### config.mk
export PLATFORM = sky130hd
export DESIGN_NAME = uart_rx_frame
export DESIGN_NICKNAME = d
export VERILOG_FILES = /design/src/rtl/uart_rx_frame.sv
export SDC_FILE = /design/constraint.sdc
export NUM_CORES = 1
export LEC_CHECK = 0
export ABC_AREA = 1
export CORE_MARGIN = 8
export CORE_UTILIZATION = 32
export CTS_CLUSTER_DIAMETER = 80
export DETAILED_ROUTE_END_ITERATION = 7
export GPL_TIMING_DRIVEN = 1
export SLEW_MARGIN = 20
export SYNTH_ARGS = -nofsm -noshare
export SYNTH_HDL_FRONTEND = slang
export SYNTH_SLANG_ARGS = --single-unit
### constraint.sdc
create_clock -name clock -period 1.75 [get_ports clock]
set_input_delay 0.35 -clock clock [delete_from_list [all_inputs] [get_ports clock]]
set_output_delay 0.35 -clock clock [all_outputs]
set_load 0.01 [all_outputs]
### src/rtl/uart_rx_frame.sv
// UART receive frame engine: synchronizes rx, samples start/data/stop on baud ticks, delivers bytes on valid/ready.
// Optional even-parity bit enabled by defining UART_RX_PARITY_EN.
module uart_rx_frame #(
  parameter int DATA_BITS = 8
) (
  input  logic                 clock,
  input  logic                 reset_n,
  input  logic                 rx,
  input  logic                 baud_tick,
  output logic                 baud_en,
  output logic [DATA_BITS-1:0] rx_data,
  output logic                 rx_valid,
  input  logic                 rx_ready,
  output logic                 frame_error,
  output logic                 parity_error,
  output logic                 overrun,
  output logic                 busy
);

  localparam logic [2:0] IDLE   = 3'd0;
  localparam logic [2:0] START  = 3'd1;
  localparam logic [2:0] DATA   = 3'd2;
`ifdef UART_RX_PARITY_EN
  localparam logic [2:0] PARITY = 3'd3;
`endif
  localparam logic [2:0] STOP   = 3'd4;
  localparam logic [2:0] LAST_BIT = 3'(DATA_BITS - 1);

  logic                 rx_meta;
  logic                 rx_s;
  logic                 rx_prev;
  logic [2:0]           state;
  logic [2:0]           bit_cnt;
  logic [DATA_BITS-1:0] shift;
  logic                 tick;

  // Ticks are only meaningful while the generator is enabled.
  assign tick = baud_tick & baud_en;
  assign busy = (state != IDLE);

  always_ff @(posedge clock) begin
    if (!reset_n) begin
      rx_meta <= 1'b1;
      rx_s    <= 1'b1;
      rx_prev <= 1'b1;
    end else begin
      rx_meta <= rx;
      rx_s    <= rx_meta;
      rx_prev <= rx_s;
    end
  end

  always_ff @(posedge clock) begin
    if (!reset_n) begin
      state       <= IDLE;
      baud_en     <= 1'b0;
      bit_cnt     <= 3'd0;
      shift       <= '0;
      rx_data     <= '0;
      rx_valid    <= 1'b0;
      frame_error <= 1'b0;
      overrun     <= 1'b0;
    end else begin
      frame_error <= 1'b0;
      overrun     <= 1'b0;
      if (rx_valid && rx_ready) rx_valid <= 1'b0;
      case (state)
        IDLE: begin
          if (rx_prev && !rx_s) begin
            state   <= START;
            baud_en <= 1'b1;
          end
        end
        START: begin
          if (tick) begin
            if (!rx_s) begin
              state   <= DATA;
              bit_cnt <= 3'd0;
            end else begin
              state   <= IDLE;
              baud_en <= 1'b0;
            end
          end
        end
        DATA: begin
          if (tick) begin
            shift   <= {rx_s, shift[DATA_BITS-1:1]};
            bit_cnt <= bit_cnt + 3'd1;
`ifdef UART_RX_PARITY_EN
            if (bit_cnt == LAST_BIT) state <= PARITY;
`else
            if (bit_cnt == LAST_BIT) state <= STOP;
`endif
          end
        end
`ifdef UART_RX_PARITY_EN
        PARITY: begin
          if (tick) state <= STOP;
        end
`endif
        STOP: begin
          if (tick) begin
            state   <= IDLE;
            baud_en <= 1'b0;
            // A same-cycle accept frees the holding register, so the new byte loads.
            if (!rx_s) begin
              frame_error <= 1'b1;
            end else if (rx_valid && !rx_ready) begin
              overrun <= 1'b1;
            end else begin
              rx_data  <= shift;
              rx_valid <= 1'b1;
            end
          end
        end
        default: begin
          state   <= IDLE;
          baud_en <= 1'b0;
        end
      endcase
    end
  end

`ifdef UART_RX_PARITY_EN
  logic par_mismatch;

  function automatic logic even_parity(input logic [DATA_BITS-1:0] d);
    return ^d;
  endfunction

  always_ff @(posedge clock) begin
    if (!reset_n) begin
      par_mismatch <= 1'b0;
      parity_error <= 1'b0;
    end else begin
      parity_error <= 1'b0;
      if (tick && state == PARITY) par_mismatch <= rx_s ^ even_parity(shift);
      // Report only when the byte is actually delivered.
      if (tick && state == STOP && rx_s && !(rx_valid && !rx_ready))
        parity_error <= par_mismatch;
    end
  end
`else
  assign parity_error = 1'b0;
`endif

endmodule

# Word level (Yosys, flattened, before mapping)

Index checks and enable logic that the tools add are counted.

Add/subtract/negate cells: 1
Divide/modulo/power cells: 0
Shift operators: 0
Equality and inequality tests: 11
Reduce and logical (&&, ||, !) cells: 15
$lt $le $gt $ge: 0
Multiplexer cells: 23
Bitwise logic cells: 3
Multiply operators: 0

Operators by type and width:

| cell                  | count |
|---|---|
| $mux W3               | 8 |
| $ne A2 B2 Y1 const B  | 7 |
| $pmux W3 S4           | 1 |
| $reduce_and A4 Y1     | 3 |
| $mux W1               | 11 |
| $reduce_and A5 Y1     | 2 |
| $eq A3 B3 Y1 const B  | 2 |
| $pmux W3 S2           | 1 |
| $pmux W1 S4           | 1 |
| $add A3 B1 Y3 const B | 1 |
| $eq A3 B1 Y1 const B  | 1 |
| $eq A3 B2 Y1 const B  | 1 |
| $logic_and A1 B1 Y1   | 3 |
| $logic_not A3 Y1      | 1 |
| $reduce_and A3 Y1     | 1 |
| $reduce_bool A3 Y1    | 1 |
| $logic_not A1 Y1      | 2 |
| $mux W2               | 1 |
| $not A1 Y1            | 2 |
| $reduce_and A2 Y1     | 1 |
| $reduce_bool A2 Y1    | 1 |
| $and A1 B1 Y1         | 1 |

Input port bits: 5
Memories: 0
Output and inout bits: 14
RAM bits: 0
Register bits after elaboration: 29
Bits in latches: 0
Memory bits (read-only): 0

# Longest topological paths before layout

Depth in word-level cells: 6
Mapped depth: 8
Mapped depth without buffers: 8

# Least setup slack after synthesis

No wires, ideal clock.

Kind: register to register
Start: reg baud_en
End: reg rx_data[5]
Period minus slack after synthesis: 1.222 ns
Stages on the path, launching flop included: 7
Data arrival time: 1.092 ns
Setup slack: 0.528 ns
Data required time: 1.620 ns
Path through: dfxtp_1 nand2_2 nor2_4 nand2_4 buf_6 a21oi_1 nor2_1

Word-level cells in the longest chain between the ends: 2

RTL lines:

| what                        | RTL line | source |
|---|---|---|
| start, declared             | 10       | `output logic baud_en,` |
| start signal, assigned      | 56       | `baud_en <= 1'b0;` |
| start signal, assigned      | 71       | `baud_en <= 1'b1;` |
| start signal, assigned      | 81       | `baud_en <= 1'b0;` |
| $and A1 B1 Y1               | 38       | `assign tick = baud_tick & baud_en;` |
| $reduce_and A4 Y1 (no line) | n/a      |  |
| end signal, assigned        | 111      | `rx_data <= shift;` |
| end, declared               | 11       | `output logic [DATA_BITS-1:0] rx_data,` |

No other way between the ends.
A chain may end at the register's enable or synchronous reset.

# Worst setup path after layout

Start: reg baud_en
End: out baud_en

No word-level cell between the ends.

==> key figures <==
Clock network
  • # hold bufs at CTS: 0
  • H-Tree Depth: 2
  • Clock sink count: 29
  • CTS Buf Count: 5
  • Post-CTS Resized: 5
  • Clock transition at path regs: 0.06 ns
  • CTS root buf: clkbuf_8
  • CTS tree: done
  • Skew-Pair Late Insertion Delay: 0.28 ns
  • Clock Path Buffers: 2
  • Post-CTS setup buffers: 0

STA
  • RSZ-0062 raised after global routing: false
  • Worst Skew: 0.005615 ns
  • Final hold vios: 0
  • Setup_tns: 0 ns
  • Setup WS post-layout: 0.2099 ns
  • Slew Limit Fails: 0
  • Tmin final: around 1.5 ns
  • Endpoints failing setup: 0
  • F_max: 649.3 MHz
  • Tcrit/Tclk final: between 80% and 90%
  • Fin Hold WS: between 0.4 and 0.5 ns

Floorplan
  • Die span in y: ~77 um
  • Row count: 22
  • DIE AREA: roughly 6000 um2
  • # IOs: 19
  • DIE WIDTH: 77.20 um
  • Core Box Area: around 3600 um2
  • Starting Density: 32.99%

Power and ir drop
  • Static Leak: ~0.63 nW
  • PD cells: about 1200 nW/um2
  • Peak VDD IR: 0.0004325 V

Critical path
  • Crit. Startpoint: baud_en
  • Crit Path Class: register to primary output
  • Crit end category: primary output
  • CP top delay family: buffers and inverters
  • CP startpoint kind: register
  • RR Startpoint: baud_en
  • WP buf/inv: 1
  • CP arrival: 1.19 ns
  • Reg2Reg Depth: 6
  • CP max FO: 3
  • CP max stage cell: clkdlybuf4s50_1
  • Number of cells on the critical path: 1
  • Slowest Stage Delay on Critical Path: 0.55 ns
  • Data required, critical path: 1.40 ns
  • Worst path cell trace: clkdlybuf4s50_1

Synthesis
  • Synth Instances: 150
  • Post-synth ARST share: 0%
  • Register area share after synthesis: approximately half
  • Synth unique cells: 24
  • Synth Register Bits: 29
  • Post-Syn Area: ~1200 um2
  • Syn Area/Cell: about 8.0 um2
  • Ys Warns: 0
  • EDFF count, synth: 0
  • Syn nets: 157
  • Main flop type after synthesis: dfxtp_1

Global route
  • Number of global-route vias before repair: between 1k and 1.5k
  • Overflow after GRT: 0
  • Pin count of the biggest net entering global routing: 13
  • Total track usage: 9.314%
  • Initial antenna violation count: 0
  • Global-route wire length before repair: ~4500 um

Min path
  • Hold WC Path Type: register to register
  • Cells on Worst Hold Path: 1
  • Min-delay src: rx_meta

Route
  • Antenna Violating Nets Remaining: 0
  • DRC Markers: 0
  • Vias after detailed routing: about 1.0k
  • Initial detailed-routing violation count: 44
  • Post-DR wirelength/cell: between 10 and 15 um
  • Pre-antenna DRT Iters: 4
  • Avg Vias per Cell: roughly 4.6
  • Routed wire length: between 2000 and 2500 um

Final layout
  • Area occupied by multi-input gates: 529.3 um2
  • # nets final: 180
  • Area Overhead vs Synth: 28.18%
  • FF+latch area: 586.8 um2
  • Layout cell share with drive strength beyond 1: a little under a fifth
  • Layout fillers: between 300 and 400
  • Post-route cell area: around 1500 um2
  • Antenna fix cells: 0

Placed design
  • DP Wirelength: 1869 um
  • Routability cong.: 0.8101
  • Placed instance area: roughly 1400 um2
  • PortBufs: 17
  • Place WS: ~0.082 ns

Flow run
  • Max Cap Viol: 0

Run status
  • Outcome: finished, final reports clean
-- Yosys cell counts (3+ instances only) --
cell / count / share of area, %
nor2_1: 16 / 5.0
nor2_2: 6 / 3.1
nand3_1: 12 / 5.0
dfxtp_1: 29 / 48
nand2_1: 22 / 6.9
nor2_4: 3 / 2.8
inv_1: 15 / 4.7
nand2_2: 3 / 1.6
a21oi_1: 16 / 6.7
o21ai_0: 8 / 3.3
-- registers in the layout, indices dropped and copies added (netlist names) --
| signal | cells |
|---|---|
| baud_en | 1 |
| bit_cnt | 3 |
| frame_error | 1 |
| overrun | 1 |
| rx_data | 8 |
| rx_meta | 1 |
| rx_prev | 1 |
| rx_s | 1 |
| rx_valid | 1 |
| shift | 8 |
| state | 3 |
-- cells in the final DEF, fill, tap and decap left out --
cell / instances
nor2_4: 4
nand3_1: 12
clkinv_2: 1
dfxtp_1: 26
nand4_1: 2
a21oi_1: 16
ha_1: 2
o211ai_1: 1
o21ai_1: 1
nor2_2: 5
nor2_1: 16
dfxtp_4: 1
conb_1: 1
a21oi_2: 2
o21ai_0: 8
or2_1: 1
clkbuf_8: 7
clkdlybuf4s50_1: 16
nand2_4: 1
nand2_1: 22
dfxtp_2: 2
nand2_2: 3
nor3_1: 2
or2_2: 2
inv_1: 15
dlymetal6s2s_1: 1
buf_4: 4
-- layout make-up --
type                    count  area share (%)
flip-flops and latches     29           38.19
multi-input cells         101           34.45
repair buffers             21           13.19
clock buffers               7           6.270
well taps                  48           3.909
inverters                  15           3.665
clock inverters             1          0.3257
-- worst paths after layout --
| path | to | slack (ns) |
|---|---|---|
| max | baud_en | 0.21 |
| min | rx_s | 0.41 |
| min reg2reg | rx_s | 0.41 |
| max reg2reg | state[0] | 0.53 |
-- metrics by stage --
step	cells	total power [mW]	utilization, %
floorplan	150	1.114	-
global route	222	1.984	42.29
finish	222	1.842	42.29
global placement	214	1.239	39.12
CTS	222	1.879	42.22
detailed placement	214	1.249	39.12
-- where the power goes --
group	switching [mW]	total, mW	internal (mW)	leakage, nW
clock	0.241	0.595	0.354	0.0542
sequential	0.0572	0.776	0.719	0.236
combinational	0.283	0.471	0.188	0.338
total	0.580	1.84	1.26	0.628
-- kinds of logic (layout without fill, tap and decap cells) --
logic type / count (synthesis) / after routing / share of synthesized area [%]
AO/OA/AOI/OAI: 28 / 28 / 12.53
adder cells (fa/ha/maj): 2 / 2 / 2.087
buffers and inverters: 20 / 44 / 7.828
flip-flops: 29 / 29 / 48.43
other: 1 / 1 / 0.3129
AND/OR/NAND/NOR: 70 / 70 / 28.81
-- layer usage --
| layer | global-route usage, % | part of all wire (%) | wire (um) |
|---|---|---|---|
| met5 | 0 | 0 | 0 |
| met1 | 9.592 | 44 | 1084 |
| met4 | 4.528 | 2.2 | 55 |
| met3 | 5.128 | 7.3 | 179 |
| met2 | 15.00 | 46 | 1145 |
Power figures use the tool's default switching activity.
